**src/rtl/duck_score_counter.sv**
```systemverilog
// duck_score_counter: score and ammo bookkeeping for one Duck Hunt game.
// Latency: one clk from a sampled rising edge of game_start/shot/hit to the
// registered outputs. No backpressure: every input edge is consumed the cycle
// it is seen.
// Optional feature: define DUCK_HIGH_SCORE_EN to add the high_score output.
//
// Ports:
//   clk         system clock
//   rst_n       asynchronous active-low reset
//   game_start  level; rising edge starts or restarts a game
//   shot        level (synchronised, debounced); rising edge = one trigger pull
//   hit         level (synchronised); rising edge = one duck hit
//   score       binary score 0..MAX_SCORE, feeds the two-digit 7-seg decoder
//   shots_left  remaining shots in the current game
//   playing     high while a game is in progress
//   game_over   high once the last shot has been fired
//   high_score  (DUCK_HIGH_SCORE_EN only) best final score since reset
module duck_score_counter #(
  parameter int MAX_SCORE       = 99,
  parameter int HIT_POINTS      = 1,
  parameter int SHOTS_PER_ROUND = 3
) (
  input  logic       clk,
  input  logic       rst_n,
  input  logic       game_start,
  input  logic       shot,
  input  logic       hit,
  output logic [7:0] score,
  output logic [3:0] shots_left,
  output logic       playing,
  output logic       game_over
`ifdef DUCK_HIGH_SCORE_EN
  ,
  output logic [7:0] high_score
`endif
);

  localparam logic [1:0] IDLE = 2'd0;
  localparam logic [1:0] PLAY = 2'd1;
  localparam logic [1:0] OVER = 2'd2;

  localparam logic [7:0] MAX8   = 8'(MAX_SCORE);
  localparam logic [8:0] HIT9   = 9'(HIT_POINTS);
  localparam logic [3:0] SHOTS4 = 4'(SHOTS_PER_ROUND);

  logic [1:0] state, state_nxt;
  logic [7:0] score_nxt;
  logic [3:0] shots_nxt;

  // History registers reset high so a level held through reset release is
  // not mistaken for a fresh edge.
  logic start_prev, shot_prev, hit_prev;
  logic rise_start, rise_shot, rise_hit;

  assign rise_start = game_start & ~start_prev;
  assign rise_shot  = shot & ~shot_prev;
  assign rise_hit   = hit & ~hit_prev;

  // Sum at 9 bits so a score near 255 could never wrap before the compare.
  logic [8:0] sum9;
  logic [7:0] score_sat;
  assign sum9      = {1'b0, score} + HIT9;
  assign score_sat = (sum9 > {1'b0, MAX8}) ? MAX8 : sum9[7:0];

  always_comb begin
    state_nxt = state;
    score_nxt = score;
    shots_nxt = shots_left;
    if (rise_start) begin
      // Restart wins over any shot/hit edge in the same cycle.
      state_nxt = PLAY;
      score_nxt = 8'd0;
      shots_nxt = SHOTS4;
    end else if (state == PLAY) begin
      if (rise_hit) begin
        score_nxt = score_sat;
      end
      if (rise_shot) begin
        shots_nxt = shots_left - 4'd1;
        if (shots_left == 4'd1) begin
          state_nxt = OVER;
        end
      end
    end
  end

  always_ff @(posedge clk or negedge rst_n) begin
    if (!rst_n) begin
      start_prev <= 1'b1;
      shot_prev  <= 1'b1;
      hit_prev   <= 1'b1;
    end else begin
      start_prev <= game_start;
      shot_prev  <= shot;
      hit_prev   <= hit;
    end
  end

  // playing/game_over are registered copies of the next-state decode so they
  // line up exactly with the state register.
  always_ff @(posedge clk or negedge rst_n) begin
    if (!rst_n) begin
      state      <= IDLE;
      score      <= 8'd0;
      shots_left <= 4'd0;
      playing    <= 1'b0;
      game_over  <= 1'b0;
    end else begin
      state      <= state_nxt;
      score      <= score_nxt;
      shots_left <= shots_nxt;
      playing    <= (state_nxt == PLAY);
      game_over  <= (state_nxt == OVER);
    end
  end

`ifdef DUCK_HIGH_SCORE_EN
  // Compare against score_nxt so a hit landing with the final shot counts.
  logic entering_over;
  assign entering_over = (state == PLAY) && (state_nxt == OVER);

  always_ff @(posedge clk or negedge rst_n) begin
    if (!rst_n) begin
      high_score <= 8'd0;
    end else if (entering_over && (score_nxt > high_score)) begin
      high_score <= score_nxt;
    end
  end
`endif

endmodule

```
**config.mk**
```make
export PLATFORM = sky130hd
export DESIGN_NAME = duck_score_counter
export DESIGN_NICKNAME = d
export VERILOG_FILES = /design/src/rtl/duck_score_counter.sv
export SDC_FILE = /design/constraint.sdc
export NUM_CORES = 1
export LEC_CHECK = 0
export CAP_MARGIN = 15
export CORE_UTILIZATION = 40
export DETAILED_ROUTE_END_ITERATION = 6
export PLACE_DENSITY = 0.65
export SYNTH_ARGS = -nofsm -noshare
export SYNTH_HDL_FRONTEND = slang
export SYNTH_SLANG_ARGS = --single-unit
```
**constraint.sdc**
```tcl
create_clock -name clk -period 2.2 [get_ports clk]
set_input_delay 0.44 -clock clk [delete_from_list [all_inputs] [get_ports clk]]
set_output_delay 0.44 -clock clk [all_outputs]
set_load 0.02 [all_outputs]
```
==> impl_metrics.yaml <==
outcome:
  outcome: "finished clean"
finish:
  utilization_pct: 53.97
  stdcell_area_um2: 1361
  area_growth_pct: 25.49
  final_cells: 168
  antenna_cells: 0
  final_layout_size_suffix_gt1_share_pct: 14.49
  finalNetCount: 148
cts:
  cts_setup_buffers: 0
  cts.sinks: 19
  cts_resized: 0
  clk_path_buf_depth: 2
  cts_tree: "built"
  path_clk_slew_ns: 0.10
  cts_root_buf: "clkbuf_4"
  htreeDepth: 1
  cts_buffers: 3
  clock_latency_ns: 0.29
  postCtsHoldBufs: 0
placed_design:
  port_buffers: 18
  place.gp.congestion: 0.8195
  post-dp-hpwl_um: 1824
  dpl.cell_count: 164
  dpl_cell_area_um2: 1335
  preCtsSetupSlack_ns: 0.1842
setup_path:
  crit_fanout: 6
  r2r_end: "score[0]$_DFFE_PN0P_"
  arrival_ns: 2.25
  crit_path_end_kind: "flop"
  start_kind: "flop"
  r2r-start: "score[1]$_DFFE_PN0P_"
  criticalPathCategory: "reg -> reg"
  reg2reg_setup_slack_ns: 0.18
  r2r_cells: 6
  critical_path_required_ns: 2.43
synth:
  synth.area.mux_share_pct: 0.9227
  synth_compound_area_share_pct: 17.99
  synth_area_per_cell_um2: 9.686
  async_flop_share_pct: 100.0
  ys_ff_latch: 19
  synthAdderAreaFrac_pct: 4.614
  postSynthCellCount: 112
  yosysSeqAreaShare_pct: 44.18
  synth_xor_area_share_pct: 5.652
  synth-edff-count: 0
  synth_top_family_by_area: "simple AND/OR/NAND/NOR gates"
  synthFlopType: "dfrtp_1"
  ys_types: 41
  synthesis.area_um2: 1085
  yosys.area_share.simple_pct: 22.38
  yosys_warnings: 0
  yosys.area.top_type: "dfrtp_1"
  syn-num-nets: 121
  yosysTopAreaCellShare_pct: 36.91
  synth_area_leaders: "dfrtp_1 (37%), dfstp_2 (7.3%), a21oi_1 (4.6%)"
timing:
  tightest_slew_ns: 0.5117
  fin_crit_sh_pct: 91.73
  setup_tns_ns: 0
  rsz0062_at_grt: "no"
  hold-worst-slack_ns: 0.4773
  min_period_ns: 2.018
  fin_skew_ns: 0.006184
  fmax_ghz: 0.4955
  slew_violations: 0
  fin_ws_ns: 0.1820
  hold_violations: 0
  final-setup-viol-count: 0
  max-slew-margin-rel_pct: 65.78
die:
  io_pins: 19
  initial_core_util_pct: 43.01
  die_area_um2: 2924
  core-area_um2: 2522
  die-height_um: 54.08
  rows: 18
  dieWidth_um: 54.08
drt:
  drc_errors: 0
  drt_iter0_markers: 17
  wirelength_um: 2411
  post_drt_via_cell_ratio: 5.690
  avgRoutedWirePerCell_um: 14.35
  vias: 956
  firstDrtPassIters: 4
  postRouteAntennaNets: 0
power:
  power_mw: 1.120
  power-per-cell-area_nw_per_um2: 822.8
  ir_worst_vdd_v: 0.0005738
  power.leakage_nw: 0.5386
global_routing:
  track_usage_pct: 19.01
  grt_max_degree: 13
  grt_overflow_total: 0
  grt_pass1_wl_um: 3981
  grt_pass1_vias: 866
  antenna_found_initial: 0
worst_hold_path:
  min_path_type: "in -> async"
flow_run:
  maxCapViolations: 0
## cell usage after synthesis (2+ instances only)
master / n
a211oi_1: 3
a21oi_1: 10
dfrtp_1: 16
dfstp_2: 3
ha_1: 4
inv_1: 7
nand2_1: 11
nand3_1: 6
nand3b_1: 2
nand4_1: 3
nor2_1: 8
nor2b_1: 2
o21ai_0: 2
o31ai_1: 2
o32a_1: 2
xnor2_1: 3
xor2_1: 4
## report_power, final
group / switching [mW] / internal (mW) / leakage, nW
Clock: 0.0973 / 0.0705 / 0.0150
Combinational: 0.260 / 0.217 / 0.288
Sequential: 0.0598 / 0.416 / 0.236
## layer usage
metal  track usage [%]  wire, µm
met5                 0         0
met4             2.564        12
met3             5.650       112
met2             29.84      1095
met1             26.34      1190
## critical path, stage by stage, from the launching register on
cell,delay [ns]
dfrtp_1,0.36
ha_1,0.23
nand3_2,0.16
o32a_1,0.34
o32a_1,0.22
o311ai_0,0.41
o2111a_1,0.25
## cell type report
class,count,area [µm²]
clock buffer,4,26.28
fill,241,1161
inverter,7,26.28
multi-input combinational,83,559.3
sequential,19,479.2
tap,30,37.54
timing repair buffer,25,232.7
## cells by family (layout without fill, tap and decap cells)
kind of cell	count (synthesis)	count (layout)
flops	19	19
simple gates	44	44
fa+ha+maj	4	4
mux	1	1
compound gates	27	27
xor+xnor	7	7
buf+inv	10	36
## worst max path at each step
stage / from / endpoint / depth (start not counted) / slack (ns)
after floorplan: score[0]$_DFFE_PN0P_ / score[1]$_DFFE_PN0P_ / 6 / 0.09
after global placement: score[0]$_DFFE_PN0P_ / score[2]$_DFFE_PN0P_ / 6 / 0.24
after detailed placement: shot / state[1]$_DFF_PN0_ / 5 / 0.18
after CTS: score[1]$_DFFE_PN0P_ / score[0]$_DFFE_PN0P_ / 6 / 0.24
after global routing: score[1]$_DFFE_PN0P_ / score[2]$_DFFE_PN0P_ / 6 / 0.05
final: score[1]$_DFFE_PN0P_ / score[0]$_DFFE_PN0P_ / 6 / 0.18
## registers in the layout, summed over array words and instances (netlist names)
register and cells:
score 8, shots_left 4, state 2, game_over 1
hit_prev 1, playing 1, shot_prev 1, start_prev 1
## cells in the final DEF (no fill, tap or decap), drive strengths merged, types with 4 or more instances in the layout
| cell type | count |
|---|---|
| ha | 4 |
| clkbuf | 4 |
| a21oi | 10 |
| dfrtp | 16 |
| clkdlybuf4s50 | 18 |
| nand3 | 7 |
| nand2 | 11 |
| inv | 7 |
| buf | 7 |
| xor2 | 4 |
| nor2 | 8 |
No activity file was read; power rests on OpenSTA's default activity.
